===== src/rtl/psg_bus_arb_rr.sv =====
// N-channel PSG wave-table bus arbiter: round-robin or fixed priority, per-owner lock, grant-valid.
// Optional ack watchdog compiled in with `define PSG_ARB_WATCHDOG_EN.
module psg_bus_arb_rr #(
  parameter int NCH     = 8,
  parameter int RR      = 1,
  parameter int TIMEOUT = 255,
  localparam int SELW   = (NCH > 1) ? $clog2(NCH) : 1
) (
  input  logic            clk,
  input  logic            rst,
  input  logic            ce,
  input  logic            ack,
  input  logic [NCH-1:0]  req,
  input  logic [NCH-1:0]  lock,
  output logic [NCH-1:0]  sel,
  output logic [SELW-1:0] seln,
  output logic            gnt_vld,
  output logic            timeout
);

  typedef enum logic {IDLE, OWNED} state_t;

  state_t          state_q, state_d;
  logic [NCH-1:0]  sel_q, sel_d;
  logic [SELW-1:0] seln_q, seln_d;
  logic [SELW-1:0] ptr_q, ptr_d;
  logic            timeout_q, timeout_d;
  logic            wd_fire;
  logic [SELW:0]   pick_all, pick_excl;
  logic            do_load;
  logic [SELW-1:0] load_w;

  // Returns {found, index}; round-robin scans from the slot after p, fixed scans from 0.
  function automatic logic [SELW:0] pick(input logic [NCH-1:0] r, input logic [SELW-1:0] p);
    logic            found;
    logic [SELW-1:0] w;
    logic [SELW-1:0] jw;
    int              j;
    found = 1'b0;
    w     = '0;
    for (int k = 1; k <= NCH; k++) begin
      if (RR != 0) j = (int'(p) + k) % NCH;
      else         j = k - 1;
      jw = j[SELW-1:0];
      if (!found && r[jw]) begin
        found = 1'b1;
        w     = jw;
      end
    end
    return {found, w};
  endfunction

`ifdef PSG_ARB_WATCHDOG_EN
  localparam int CW = ($clog2(TIMEOUT + 1) > 0) ? $clog2(TIMEOUT + 1) : 1;
  logic [CW-1:0] wd_q, wd_d;

  assign wd_fire = ce && (state_q == OWNED) && !ack && (wd_q == CW'(TIMEOUT - 1));

  always_comb begin
    wd_d = wd_q;
    if (state_q != OWNED)        wd_d = '0;
    else if (ce && (ack || wd_fire)) wd_d = '0;
    else if (ce)                 wd_d = wd_q + 1'b1;
  end

  always_ff @(posedge clk) begin
    if (rst) wd_q <= '0;
    else     wd_q <= wd_d;
  end
`else
  assign wd_fire = 1'b0;
`endif

  always_comb begin
    pick_all  = pick(req, ptr_q);
    pick_excl = pick(req & ~sel_q, ptr_q);
    state_d   = state_q;
    timeout_d = wd_fire;
    do_load   = 1'b0;
    load_w    = '0;
    if (ce) begin
      unique case (state_q)
        IDLE: begin
          if (pick_all[SELW]) begin
            do_load = 1'b1;
            load_w  = pick_all[SELW-1:0];
          end
        end
        OWNED: begin
          if (ack) begin
            if (!(lock[seln_q] && req[seln_q])) begin
              if (pick_all[SELW]) begin
                do_load = 1'b1;
                load_w  = pick_all[SELW-1:0];
              end else begin
                state_d = IDLE;
              end
            end
          end else if (wd_fire) begin
            // Watchdog: lock is ignored and the stalled owner cannot win again.
            if (pick_excl[SELW]) begin
              do_load = 1'b1;
              load_w  = pick_excl[SELW-1:0];
            end else begin
              state_d = IDLE;
            end
          end
        end
        default: state_d = IDLE;
      endcase
    end
    sel_d  = sel_q;
    seln_d = seln_q;
    ptr_d  = ptr_q;
    if (do_load) begin
      state_d = OWNED;
      sel_d   = NCH'(1) << load_w;
      seln_d  = load_w;
      ptr_d   = load_w;
    end
  end

  always_ff @(posedge clk) begin
    if (rst) begin
      state_q   <= IDLE;
      sel_q     <= '0;
      seln_q    <= '0;
      ptr_q     <= SELW'(NCH - 1);
      timeout_q <= 1'b0;
    end else begin
      state_q   <= state_d;
      sel_q     <= sel_d;
      seln_q    <= seln_d;
      ptr_q     <= ptr_d;
      timeout_q <= timeout_d;
    end
  end

  assign sel     = sel_q;
  assign seln    = seln_q;
  assign gnt_vld = (state_q == OWNED);
  assign timeout = timeout_q;

endmodule


===== config.mk =====
export PLATFORM = sky130hd
export DESIGN_NAME = psg_bus_arb_rr
export DESIGN_NICKNAME = d
export VERILOG_FILES = /design/src/rtl/psg_bus_arb_rr.sv
export SDC_FILE = /design/constraint.sdc
export NUM_CORES = 1
export LEC_CHECK = 0
export ABC_AREA = 1
export CAP_MARGIN = 20
export CORE_MARGIN = 3
export CORE_UTILIZATION = 40
export CTS_BUF_LIST = sky130_fd_sc_hd__clkbuf_8 sky130_fd_sc_hd__clkbuf_16
export CTS_CLUSTER_DIAMETER = 50
export DETAILED_ROUTE_END_ITERATION = 7
export PLACE_DENSITY = 0.61
export SLEW_MARGIN = 20
export SYNTH_ARGS = -nofsm -noshare
export SYNTH_HDL_FRONTEND = slang
export SYNTH_SLANG_ARGS = --single-unit

===== constraint.sdc =====
create_clock -name clk -period 6.6 [get_ports clk]
set_input_delay 1.98 -clock clk [delete_from_list [all_inputs] [get_ports clk]]
set_output_delay 1.98 -clock clk [all_outputs]
set_load 0.005 [all_outputs]

==> metrics.txt <==
outcome complete, no violations; Sw Pwr between 0.5 and 0.6 mW; register share of total power 0.161; post-route setup TNS 0 ns; syn_area_per_cell 6.84 um2; Tot Pwr 1.01 mW; vias per cell 5.08; Synth area leader dfxtp_1; die width 68.0 um; Final Cycle Share 0.597; instance count on the critical path 15; Synth Register Bits 15; peak supply drop 0.273 mV; Worst setup SP type primary input; initial antenna violation count 0; total clock sinks 15; Area Growth Syn to Fin 22.8%; Multi-input gate area 1080 um2; Buf/Inv on CP 3; Die Y about 68 um; Setup WS pre-CTS about 2.4 ns; drt total wl 3830 um; TritonCTS buffer count 3; # setup viols final 0; fill count 378; DR vias 1520; Sw Ratio 0.567; CP delay by family, top simple AND/OR/NAND/NOR gates; Die Area 4630 um2; largest net degree at the start of global routing 15; GRT Overall Usage 0.183; leading cell types by count after synthesis 54 x nand2_1, 45 x nand3_1, 16 x inv_1; Slew Viols, Final 0; CTS root buf clkbuf_8; Yosys top cell area share 0.195; gpl congestion 0.835; Area after DPL 1850 um2; Post-synth EDFFs 0; unrepaired setup endpoints after global routing false; DRC errors left 0; critical path's most frequent cell nand3_1; cell count of the worst reg-to-reg path 16; layout cells sized above 1 0.190; Setup WS post-layout 2.66 ns; CP cell instances clkdlybuf4s50_1, nand2_1, nand3_1, nand3_1, nand2_2, nor2_8, nand4_4, nor2_8, nand3_4, nand2_4, inv_4, nand2_4, inv_2, nand3_1, a21oi_1; post-synthesis net count about 250; diode count 0; CTS tree done; crit path time final between 3 and 4 ns; Cell Area, Synth 1540 um2; clk buf depth 2; Pwr Density 534 nW/um2; Final ANT Viol Nets 0; most numerous cell in the Yosys netlist nand2_1; total grt overflow 0; maxcap violations 0; initial DRC count 67; drt pass-1 iters 5; I/O pin total 33; Fin. Hold Viols 0; Clk pwr share 0.070; hold path depth 2; largest stage delay on the critical path 0.49 ns; P_leak 0.847 nW; vias in the first global route 1448; Yosys warnings 0; cell row count 21; FF/Latch Area 300 um2; critical path class primary input to register; arrival time at the worst endpoint 4.05 ns; Max H-tree Level 1; Synth Flop Type dfxtp_1; Util after Layout 0.537; Post-CTS Setup Inserts 0; crit path max fanout 14; Clock Latency Late Sink about 0.24 ns; Core ar. ~3500 um2; Power Internal 0.437 mW; post-DR wirelength/cell about 13 um; clk slew on worst S/H paths 0.06 ns; Seq/Total Area, Yosys 0.195; CP Capture Type register; Synth area leaders dfxtp_1 20%, nand3_1 15%, nand2_1 13%; Detailed Place HPWL approximately 3100 um; Initial Util 0.437; CTS Hold Buffers Added 0; Max Clk Rate 254 MHz; asr flop ratio synth 0; Comb power frac 0.769; cts repair resizes 0; post-route cell area 1890 um2; first-pass GRT wire length 6640 um; Nets 276; Data required, critical path 6.71 ns; CP max stage cell clkdlybuf4s50_1; Yosys cell types 37; port buffer count 31; Worst Hold Class register to register; Worst Skew 0.00257 ns; Cells after Synth roughly 230
==> layout make-up <==
| class | count | share of cell area |
|---|---|---|
| Multi-Input combinational cell | 179 | 0.572 |
| Timing Repair Buffer | 31 | 0.164 |
| Sequential cell | 15 | 0.159 |
| Inverter | 24 | 0.0503 |
| Tap cell | 46 | 0.0304 |
| Clock buffer | 3 | 0.0218 |
| Clock inverter | 1 | 0.00199 |
==> state kept, by name, indices dropped and copies added (netlist names) <==
signal	cells
ptr_q	3
sel	8
gnt_vld	1
seln	3
==> per-stage QoR <==
stage,hold WS (ns),cells
finish,0.465,299
global route,0.497,299
CTS,0.468,299
detailed placement,0.458,295
global placement,0.458,295
floorplan,0.460,225
==> worst register-to-register path, stage by stage, from the launching register on <==
cell     delay, ns
dfxtp_1       0.62
inv_2         0.18
ha_1          0.44
inv_1         0.25
nand3_1       0.15
nand2_1       0.11
nand2_2       0.07
nand2_4       0.11
nand3_2       0.10
nor2_2        0.13
nand4_1       0.14
nand3_1       0.13
nand2_1       0.07
nand2_2       0.12
nand2_2       0.10
nand3_1       0.10
a21oi_1       0.06
==> metal layers <==
metal  wire length [um]  global-route usage  vias up
met5                  0                   0        -
met4                 17              0.0422        0
met2               1750               0.307       23
met1               1980               0.253      683
met3                 73              0.0131        2
li1                   -                   -      812
==> kinds of logic (layout without fill, tap and decap cells) <==
logic type               after synthesis  count (layout)  synth area share
buffers and inverters                 31              59             0.102
flip-flops                            15              15             0.195
XOR/XNOR                               3               3            0.0220
AO/OA/AOI/OAI                         24              24            0.0968
adder cells (fa/ha/maj)                2               2            0.0163
AND/OR/NAND/NOR                      149             149             0.566
other                                  1               1           0.00244
==> power groups by stage <==
stage / registers, mW / clock network, mW / logic [mW]
6_report: 0.163 / 0.0703 / 0.776
5_1_grt: 0.168 / 0.0780 / 0.872
4_1_cts: 0.163 / 0.0720 / 0.781
3_5_place_dp: 0.165 / 0 / 0.777
3_3_place_gp: 0.166 / 0 / 0.779
2_1_floorplan: 0.144 / 0 / 0.630
==> layout by cell type, fill, tap and decap left out, types with 7 or more instances in the layout <==
| cell type | count |
|---|---|
| nand2_4 | 7 |
| inv_1 | 17 |
| nand4_1 | 8 |
| dfxtp_1 | 15 |
| nand3_1 | 45 |
| nand2_2 | 9 |
| nand2_1 | 54 |
| a21oi_1 | 10 |
| clkdlybuf4s50_1 | 31 |
| nand3_2 | 10 |
==> final timing paths <==
kind | slack, ns | startpoint | to
max reg2reg | 3.60 | ptr_q[1] | sel[0]
min | 0.47 | sel[6] | sel[6]
max | 2.66 | req[5] | sel[5]
min reg2reg | 0.47 | sel[6] | sel[6]
Power figures use the tool's default switching activity.
